$ cat config.mk
export PLATFORM = sky130hd
export DESIGN_NAME = pipe_ctrl
export DESIGN_NICKNAME = d
export VERILOG_FILES = /design/src/rtl/pipe_ctrl_pkg.sv /design/src/rtl/pipe_ctrl_hazard_detect.sv /design/src/rtl/pipe_ctrl.sv
export SDC_FILE = /design/constraint.sdc
export NUM_CORES = 1
export LEC_CHECK = 0
export CORE_ASPECT_RATIO = 2
export CORE_MARGIN = 4
export CORE_UTILIZATION = 28
export DETAILED_ROUTE_END_ITERATION = 10
export GPL_TIMING_DRIVEN = 1
export PLACE_DENSITY = 0.61
export SETUP_SLACK_MARGIN = 0.4
export SYNTH_ARGS = -nofsm -noshare
export SYNTH_HDL_FRONTEND = slang
export SYNTH_HIERARCHICAL = 1
export SYNTH_SLANG_ARGS = --single-unit
$ cat constraint.sdc
create_clock -name clk -period 4.5 [get_ports clk]
set_input_delay 1.125 -clock clk [delete_from_list [all_inputs] [get_ports clk]]
set_output_delay 1.125 -clock clk [all_outputs]
set_load 0.02 [all_outputs]
$ cat src/rtl/pipe_ctrl_pkg.sv
// Shared types and constants for the pipeline hazard / memory-wait controller.
package pipe_ctrl_pkg;

    typedef enum logic {
        RUN      = 1'b0,
        MEM_WAIT = 1'b1
    } state_t;

    localparam logic [4:0] REG_ZERO    = 5'd0;
    localparam int         STALL_CNT_W = 16;
    localparam logic [STALL_CNT_W-1:0] STALL_CNT_MAX = '1;

    // Per-cycle stage-register control bundle.
    typedef struct packed {
        logic pc_en;
        logic ifid_en;
        logic idex_en;
        logic exmem_en;
        logic ifid_flush;
        logic idex_flush;
        logic exmem_flush;
    } pipe_ctl_t;

    localparam pipe_ctl_t CTL_ADVANCE = '{
        pc_en: 1'b1, ifid_en: 1'b1, idex_en: 1'b1, exmem_en: 1'b1,
        ifid_flush: 1'b0, idex_flush: 1'b0, exmem_flush: 1'b0
    };

    function automatic logic [STALL_CNT_W-1:0] sat_inc(input logic [STALL_CNT_W-1:0] v);
        return (v == STALL_CNT_MAX) ? v : v + 1'b1;
    endfunction

endpackage

$ cat src/rtl/pipe_ctrl_hazard_detect.sv
// Load-use hazard check between the load in EX and the sources read in ID.
module hazard_detect
    import pipe_ctrl_pkg::*;
(
    input  logic [4:0] ifid_rs1,
    input  logic [4:0] ifid_rs2,
    input  logic       idex_mem_read,
    input  logic [4:0] idex_rd,
    output logic       load_use
);

    logic w_rd_nonzero;
    logic w_src_match;

    // x0 is hardwired zero, so a load targeting it never creates a dependency.
    assign w_rd_nonzero = (idex_rd != REG_ZERO);
    assign w_src_match  = (idex_rd == ifid_rs1) | (idex_rd == ifid_rs2);
    assign load_use     = idex_mem_read & w_rd_nonzero & w_src_match;

endmodule

$ cat src/rtl/pipe_ctrl.sv
// Pipeline controller: memory-wait FSM, load-use bubble, branch flush and a
// saturating count of fetch-stall cycles.
module pipe_ctrl
    import pipe_ctrl_pkg::*;
(
    input  logic                   clk,
    input  logic                   reset,
    input  logic [4:0]             ifid_rs1,
    input  logic [4:0]             ifid_rs2,
    input  logic                   idex_mem_read,
    input  logic [4:0]             idex_rd,
    input  logic                   branch_taken,
    input  logic                   exmem_mem_read,
    input  logic                   exmem_mem_write,
    input  logic                   dmem_ack,
    output logic                   dmem_req,
    output logic                   pc_en,
    output logic                   ifid_en,
    output logic                   idex_en,
    output logic                   exmem_en,
    output logic                   ifid_flush,
    output logic                   idex_flush,
    output logic                   exmem_flush,
    output logic [STALL_CNT_W-1:0] stall_count
);

    state_t                 r_state;
    logic [STALL_CNT_W-1:0] r_stall_count;

    logic      w_mem_op;
    logic      w_dmem_req;
    logic      w_mem_stall;
    logic      w_load_use;
    pipe_ctl_t w_ctl;

    hazard_detect u_hazard (
        .ifid_rs1      (ifid_rs1),
        .ifid_rs2      (ifid_rs2),
        .idex_mem_read (idex_mem_read),
        .idex_rd       (idex_rd),
        .load_use      (w_load_use)
    );

    assign w_mem_op = exmem_mem_read | exmem_mem_write;

    // Once waiting, the request stays up until ack even if EX/MEM changes.
    assign w_dmem_req  = (r_state == MEM_WAIT) | ((r_state == RUN) & w_mem_op);
    assign w_mem_stall = w_dmem_req & ~dmem_ack;

    always_comb begin
        w_ctl = CTL_ADVANCE;
        if (w_mem_stall) begin
            w_ctl = '0;
        end else if (branch_taken) begin
            w_ctl.ifid_flush = 1'b1;
            w_ctl.idex_flush = 1'b1;
        end else if (w_load_use) begin
            w_ctl.pc_en      = 1'b0;
            w_ctl.ifid_en    = 1'b0;
            w_ctl.idex_flush = 1'b1;
        end
    end

    always_ff @(posedge clk or posedge reset) begin
        if (reset) begin
            r_state <= RUN;
        end else begin
            case (r_state)
                RUN:      if (w_mem_op && !dmem_ack) r_state <= MEM_WAIT;
                MEM_WAIT: if (dmem_ack)              r_state <= RUN;
                default:                             r_state <= RUN;
            endcase
        end
    end

    always_ff @(posedge clk or posedge reset) begin
        if (reset) begin
            r_stall_count <= '0;
        end else if (!w_ctl.pc_en) begin
            r_stall_count <= sat_inc(r_stall_count);
        end
    end

    assign dmem_req    = w_dmem_req;
    assign pc_en       = w_ctl.pc_en;
    assign ifid_en     = w_ctl.ifid_en;
    assign idex_en     = w_ctl.idex_en;
    assign exmem_en    = w_ctl.exmem_en;
    assign ifid_flush  = w_ctl.ifid_flush;
    assign idex_flush  = w_ctl.idex_flush;
    assign exmem_flush = w_ctl.exmem_flush;
    assign stall_count = r_stall_count;

endmodule

* Yosys cells after proc, flatten, opt, wreduce, memory -nomap -nowiden
Cells that the tools add are included.
** Storage, ports and cells
- Input port bits :: 22
- Register bits after elaboration :: 17
- Output and inout port bits :: 24
- Logic and storage cells :: 32
** Cells by class
- Equality and inequality tests :: 3
- Muxes and demuxes :: 11
- Reduce and logical (&&, ||, !) cells :: 4
- Add/sub/neg operators :: 1
- Bitwise gates (word level) :: 11
** Operator list (number)
- adder 16 x 1 -> 16 bit (second input constant) :: 1
- == test 16 bit (second input constant) :: 1
- == test 5 bit :: 2
- 2-to-1 mux 2 bit :: 5
- 2-to-1 mux 1 bit :: 5
- nonzero test 5 bit :: 1
- bitwise AND 1 bit :: 4
- inverter 1 bit :: 4
- OR 1 bit :: 3
- one-hot mux 1 bit (2 select lines) :: 1
- AND reduction 2 bit :: 1
- logical AND 1 bit :: 1
- logical NOT 1 bit :: 1

* Depth between registers and ports, before layout
- Depth in word-level cells :: 8
- Mapped depth :: 9
- Depth with buffers taken out :: 9

* Modules after synthesis
The synthesis kept the hierarchy.
** Modules (own cells, without submodules)
- pipe_ctrl :: times used 1, cells an instance 88, area each 922.1 um^2, seq. area each 425.4 um^2
- hazard_detect :: times used 1, cells an instance 17, area each 125.1 um^2, seq. area each 0.0 um^2

* Least setup slack after synthesis
No wires, ideal clock.
- Kind :: input port to output port
- Start point :: input idex_rd[0]
- End point :: output pc_en
- Data arrival time :: 2.397 ns
- Buffers on the path :: 1
- Stages :: 8
- Path slack :: 0.978 ns
- Required time :: 3.375 ns
- Path through :: xor2_1 nor3_1 nand3_1 a21oi_1 inv_1 o22ai_2 inv_2 buf_4
** Between the ends
- Cells in the longest elaborated chain, start to end :: 6
- Elaborated cells on any way between the ends :: 9
- Classes of those cells :: eq/ne: 2; mux: 3; bitwise: 3; reduce/logical: 1
** Ends and longest elaborated chain
- start, declared :: RTL line pipe_ctrl.sv:11 : input logic [4:0] idex_rd,
- == test 5 bit or nonzero test 5 bit (tied branches) :: RTL line pipe_ctrl_hazard_detect.sv:17, pipe_ctrl_hazard_detect.sv:16
- OR 1 bit or bitwise AND 1 bit (tied branches) :: RTL line pipe_ctrl_hazard_detect.sv:17, pipe_ctrl_hazard_detect.sv:18
- bitwise AND 1 bit * :: RTL line pipe_ctrl_hazard_detect.sv:18 : assign load_use = idex_mem_read & w_rd_nonzero & w_src_match;
- via w_load_use :: RTL line pipe_ctrl.sv:33 : logic w_load_use;
- 2-to-1 mux 2 bit * :: RTL line pipe_ctrl.sv:57 : end else if (w_load_use) begin
- 2-to-1 mux 2 bit * :: RTL line pipe_ctrl.sv:54 : end else if (branch_taken) begin
- 2-to-1 mux 2 bit * :: RTL line pipe_ctrl.sv:52 : if (w_mem_stall) begin
- end, declared :: RTL line pipe_ctrl.sv:17 : output logic pc_en,
The timed path passes the listed nets; every way through them passes the cells marked *.

* Worst setup path after layout
- Start point :: input idex_rd[1]
- End point :: output idex_flush
** Between the ends
- Cells in the longest elaborated chain, start to end :: 6
- Elaborated cells on any way between the ends :: 9
- Classes of those cells :: eq/ne: 2; mux: 3; bitwise: 3; reduce/logical: 1
** Ends and longest elaborated chain
- == test 5 bit or nonzero test 5 bit (tied branches) :: RTL line pipe_ctrl_hazard_detect.sv:17, pipe_ctrl_hazard_detect.sv:16
- OR 1 bit or bitwise AND 1 bit (tied branches) :: RTL line pipe_ctrl_hazard_detect.sv:17, pipe_ctrl_hazard_detect.sv:18
- bitwise AND 1 bit * :: RTL line pipe_ctrl_hazard_detect.sv:18
- via w_load_use :: RTL line pipe_ctrl.sv:33
- 2-to-1 mux 1 bit * :: RTL line pipe_ctrl.sv:57
- 2-to-1 mux 1 bit * :: RTL line pipe_ctrl.sv:54
- 2-to-1 mux 2 bit * :: RTL line pipe_ctrl.sv:52
- end, declared :: RTL line pipe_ctrl.sv:22 : output logic idex_flush,
Marked as above.

==> results.tsv <==
stage	metric	value	unit
global_route	largest net degree at the start of global routing	18	
worst_setup_path	WP data arrival	2.88	ns
logic_synthesis	Yosys cell types	33	
floorplan	die height	94.5	µm
floorplan	total core area	3610	µm²
logic_synthesis	top cell type's share of synthesized area	0.406	
finish	# diodes	0	
clock_tree	CTS Buffer Depth	2	
clock_tree	H-tree depth	1	
clock_tree	Worst-path clk slew	0.07	ns
logic_synthesis	Mapped Area	1050	µm²
pwr	Peak supply drop	0.254	mV
placement	hpwl dp	2.32	mm
logic_synthesis	sequential area share after synthesis	0.406	
floorplan	I/O pin count	46	
placement	GP Congestion	0.717	
logic_synthesis	Synth Instances	105	
route	WL/cell	14.8	µm
worst_setup_path	CP Launch Type	primary input	
placement	worst slack, placed	0.139	ns
sta	Tcrit/Tclk final	0.891	
sta	fmax	249	MHz
logic_synthesis	Most used DFF post-synth	dfrtp_1	
logic_synthesis	synth top area cells	dfrtp_1, xor2_1, mux2_2	
sta	RSZ-0062 raised after global routing	false	
job	Max Cap Viol	0	
logic_synthesis	#FFs+latches synth	17	
finish	Layout area overhead	51.3	%
sta	final setup TNS	0	ns
sta	Final WS setup	0.490	ns
finish	layout cells sized above 1	0.138	
route	ANT nets after route	0	
clock_tree	root buffer cell	clkbuf_8	
finish	cell area after layout	1580	µm²
floorplan	die area	4840	µm²
worst_setup_path	required time of the critical path	3.38	ns
logic_synthesis	Yosys warning total	6	
clock_tree	Skew-Pair Late Insertion Delay	0.25	ns
finish	FF+latch area	425	µm²
worst_setup_path	worst-path fanout max	3	
placement	PortBufs	44	
logic_synthesis	Post-synth EDFFs	0	
clock_tree	CTS tree	yes	
finish	Multi-input gate area	586	µm²
worst_setup_path	CP endpoint kind	primary output	
sta	Worst Tran Pin Value	0.687	ns
route	Vias/cell	4.87	
sta	Hold WS	0.508	ns
finish	Non-Filler Instances	201	
global_route	first-pass GRT wire length	4.71	mm
status	status	completed	
route	DRT iter0 DRCs	16	
clock_tree	Hold Buf Count CTS	0	
route	total iterations of the first detailed-routing run	6	
pwr	PwrDens	375	nW/µm²
global_route	Congestion Overflow GR	0	
finish	nets	176	
floorplan	Site Rows	31	
logic_synthesis	syn_nets	128	
clock_tree	post-CTS setup buffer count	0	
sta	clk_skew	0.00234	ns
sta	worst rel slew slack	0.541	
route	routed via count	978	
route	final routed DRC violation total	0	
placement	Area after DPL	1540	µm²
clock_tree	clock sink total	17	
global_route	vias in the first global route	1007	
logic_synthesis	mean area per synthesized cell	9.97	µm²
logic_synthesis	FFs w/ async S/R, synth	1.00	
floorplan	Initial Util	0.290	
worst_setup_path	Crit Path Class	primary input to primary output	
placement	placed cells	197	
sta	Slew Viols, Final	0	
logic_synthesis	largest area contributor in the netlist	dfrtp_1	
sta	Setup violations, final	0	
pwr	Leakage	0.662	nW
finish	Core Util, Final	0.439	
finish	Fillers	374	
hold_path	Hold WC Path Type	flop to flop	
sta	Final Hold Vio Count	0	
route	Post-Route WL	2.98	mm
sta	Tmin final	4.01	ns
global_route	total global-route track usage	0.127	
pwr	total power	595	µW
floorplan	die width	51.2	µm
global_route	initial antenna violation count	0	
clock_tree	TritonCTS Buffers	3	
==> layout make-up <==
| type | instances | area share |
|---|---|---|
| multi-input cells | 79 | 0.370 |
| flip-flops and latches | 17 | 0.269 |
| inverters | 6 | 0.0142 |
| well taps | 49 | 0.0387 |
| repair buffers | 46 | 0.280 |
| clock inverters | 1 | 0.00316 |
| clock buffers | 3 | 0.0261 |
==> where the power goes <==
group	internal, mW	total (mW)	switching (mW)
combinational	0.125	0.237	0.112
sequential	0.189	0.241	0.0520
clock	0.0615	0.117	0.0554
total	0.375	0.595	0.219
==> worst max-delay path, cell delays in order <==
cell,delay (ns)
clkdlybuf4s50_1,0.48
or4_1,0.57
o21ai_1,0.19
a21oi_2,0.06
nor2_1,0.09
nor2_1,0.04
dlygate4sd2_1,0.32
==> cells in the mapped netlist (2+ instances only) <==
cell / instances
nand4_1: 6
a21oi_1: 2
nor4_1: 2
and3_1: 2
mux2_2: 5
nand3_1: 9
xor2_1: 13
dfrtp_1: 17
inv_1: 5
and4_1: 2
buf_4: 3
nor2_1: 5
xnor2_1: 6
nor3_1: 5
nand2_1: 4
nand2b_1: 2
==> cells by family (layout without fill, tap and decap cells) <==
logic type | Yosys count | after routing | share of synthesized area
AOI/OAI and AO/OA | 6 | 6 | 0.0382
xor gates and xnor gates | 19 | 19 | 0.159
adders and majority gates | 1 | 1 | 0.0119
buffers and inverters | 9 | 56 | 0.0430
DFF | 17 | 17 | 0.406
muxes | 7 | 7 | 0.0777
other | 1 | 1 | 0.00358
and+or+nand+nor | 45 | 45 | 0.260
==> worst paths after layout <==
kind                                 from              end  slack (ns)  cells after the start
max                            idex_rd[1]       idex_flush        0.49                      7
min                        stall_count[7]   stall_count[7]        0.51                      1
max reg2reg                stall_count[0]   stall_count[1]        2.56                      5
min reg2reg                stall_count[7]   stall_count[7]        0.51                      1
max in group asynchronous           reset  stall_count[12]        2.79                      2
min in group asynchronous           reset   stall_count[3]        1.27                      2
==> what timing repair did <==
action                                 CTS  global route
gates resized for setup                  4             6
setup endpoints to repair                3             4
endpoints found under the hold margin    0             0
==> metal layers <==
metal  global-route usage  up-vias  wire (µm)
met5                    0        -          0
met4               0.0460        0         56
met3               0.0269        6        246
met2                0.227       52       1550
met1                0.145      459       1120
li1                     -      461          -
==> flip-flops by register name, indices dropped and copies added (netlist names) <==
name,cells
r_state,1
stall_count,16
==> cell usage in the layout, fill, tap and decap left out, drive strengths merged, types with 2 or more instances in the layout <==
master / netlist / routed
nor2: 6 / 6
clkdlybuf4s50: 0 / 40
nand4: 7 / 7
o21ai: 2 / 2
nor4: 3 / 3
mux2: 6 / 6
buf: 3 / 2
nand3: 9 / 9
xor2: 13 / 13
clkbuf: 0 / 5
dfrtp: 17 / 17
nand2: 4 / 4
inv: 6 / 6
and4: 2 / 2
nand2b: 2 / 2
xnor2: 6 / 6
dlygate4sd2: 0 / 2
and3: 2 / 2
nor3: 5 / 5
a21oi: 2 / 2
(Power assumes the default switching activity.)
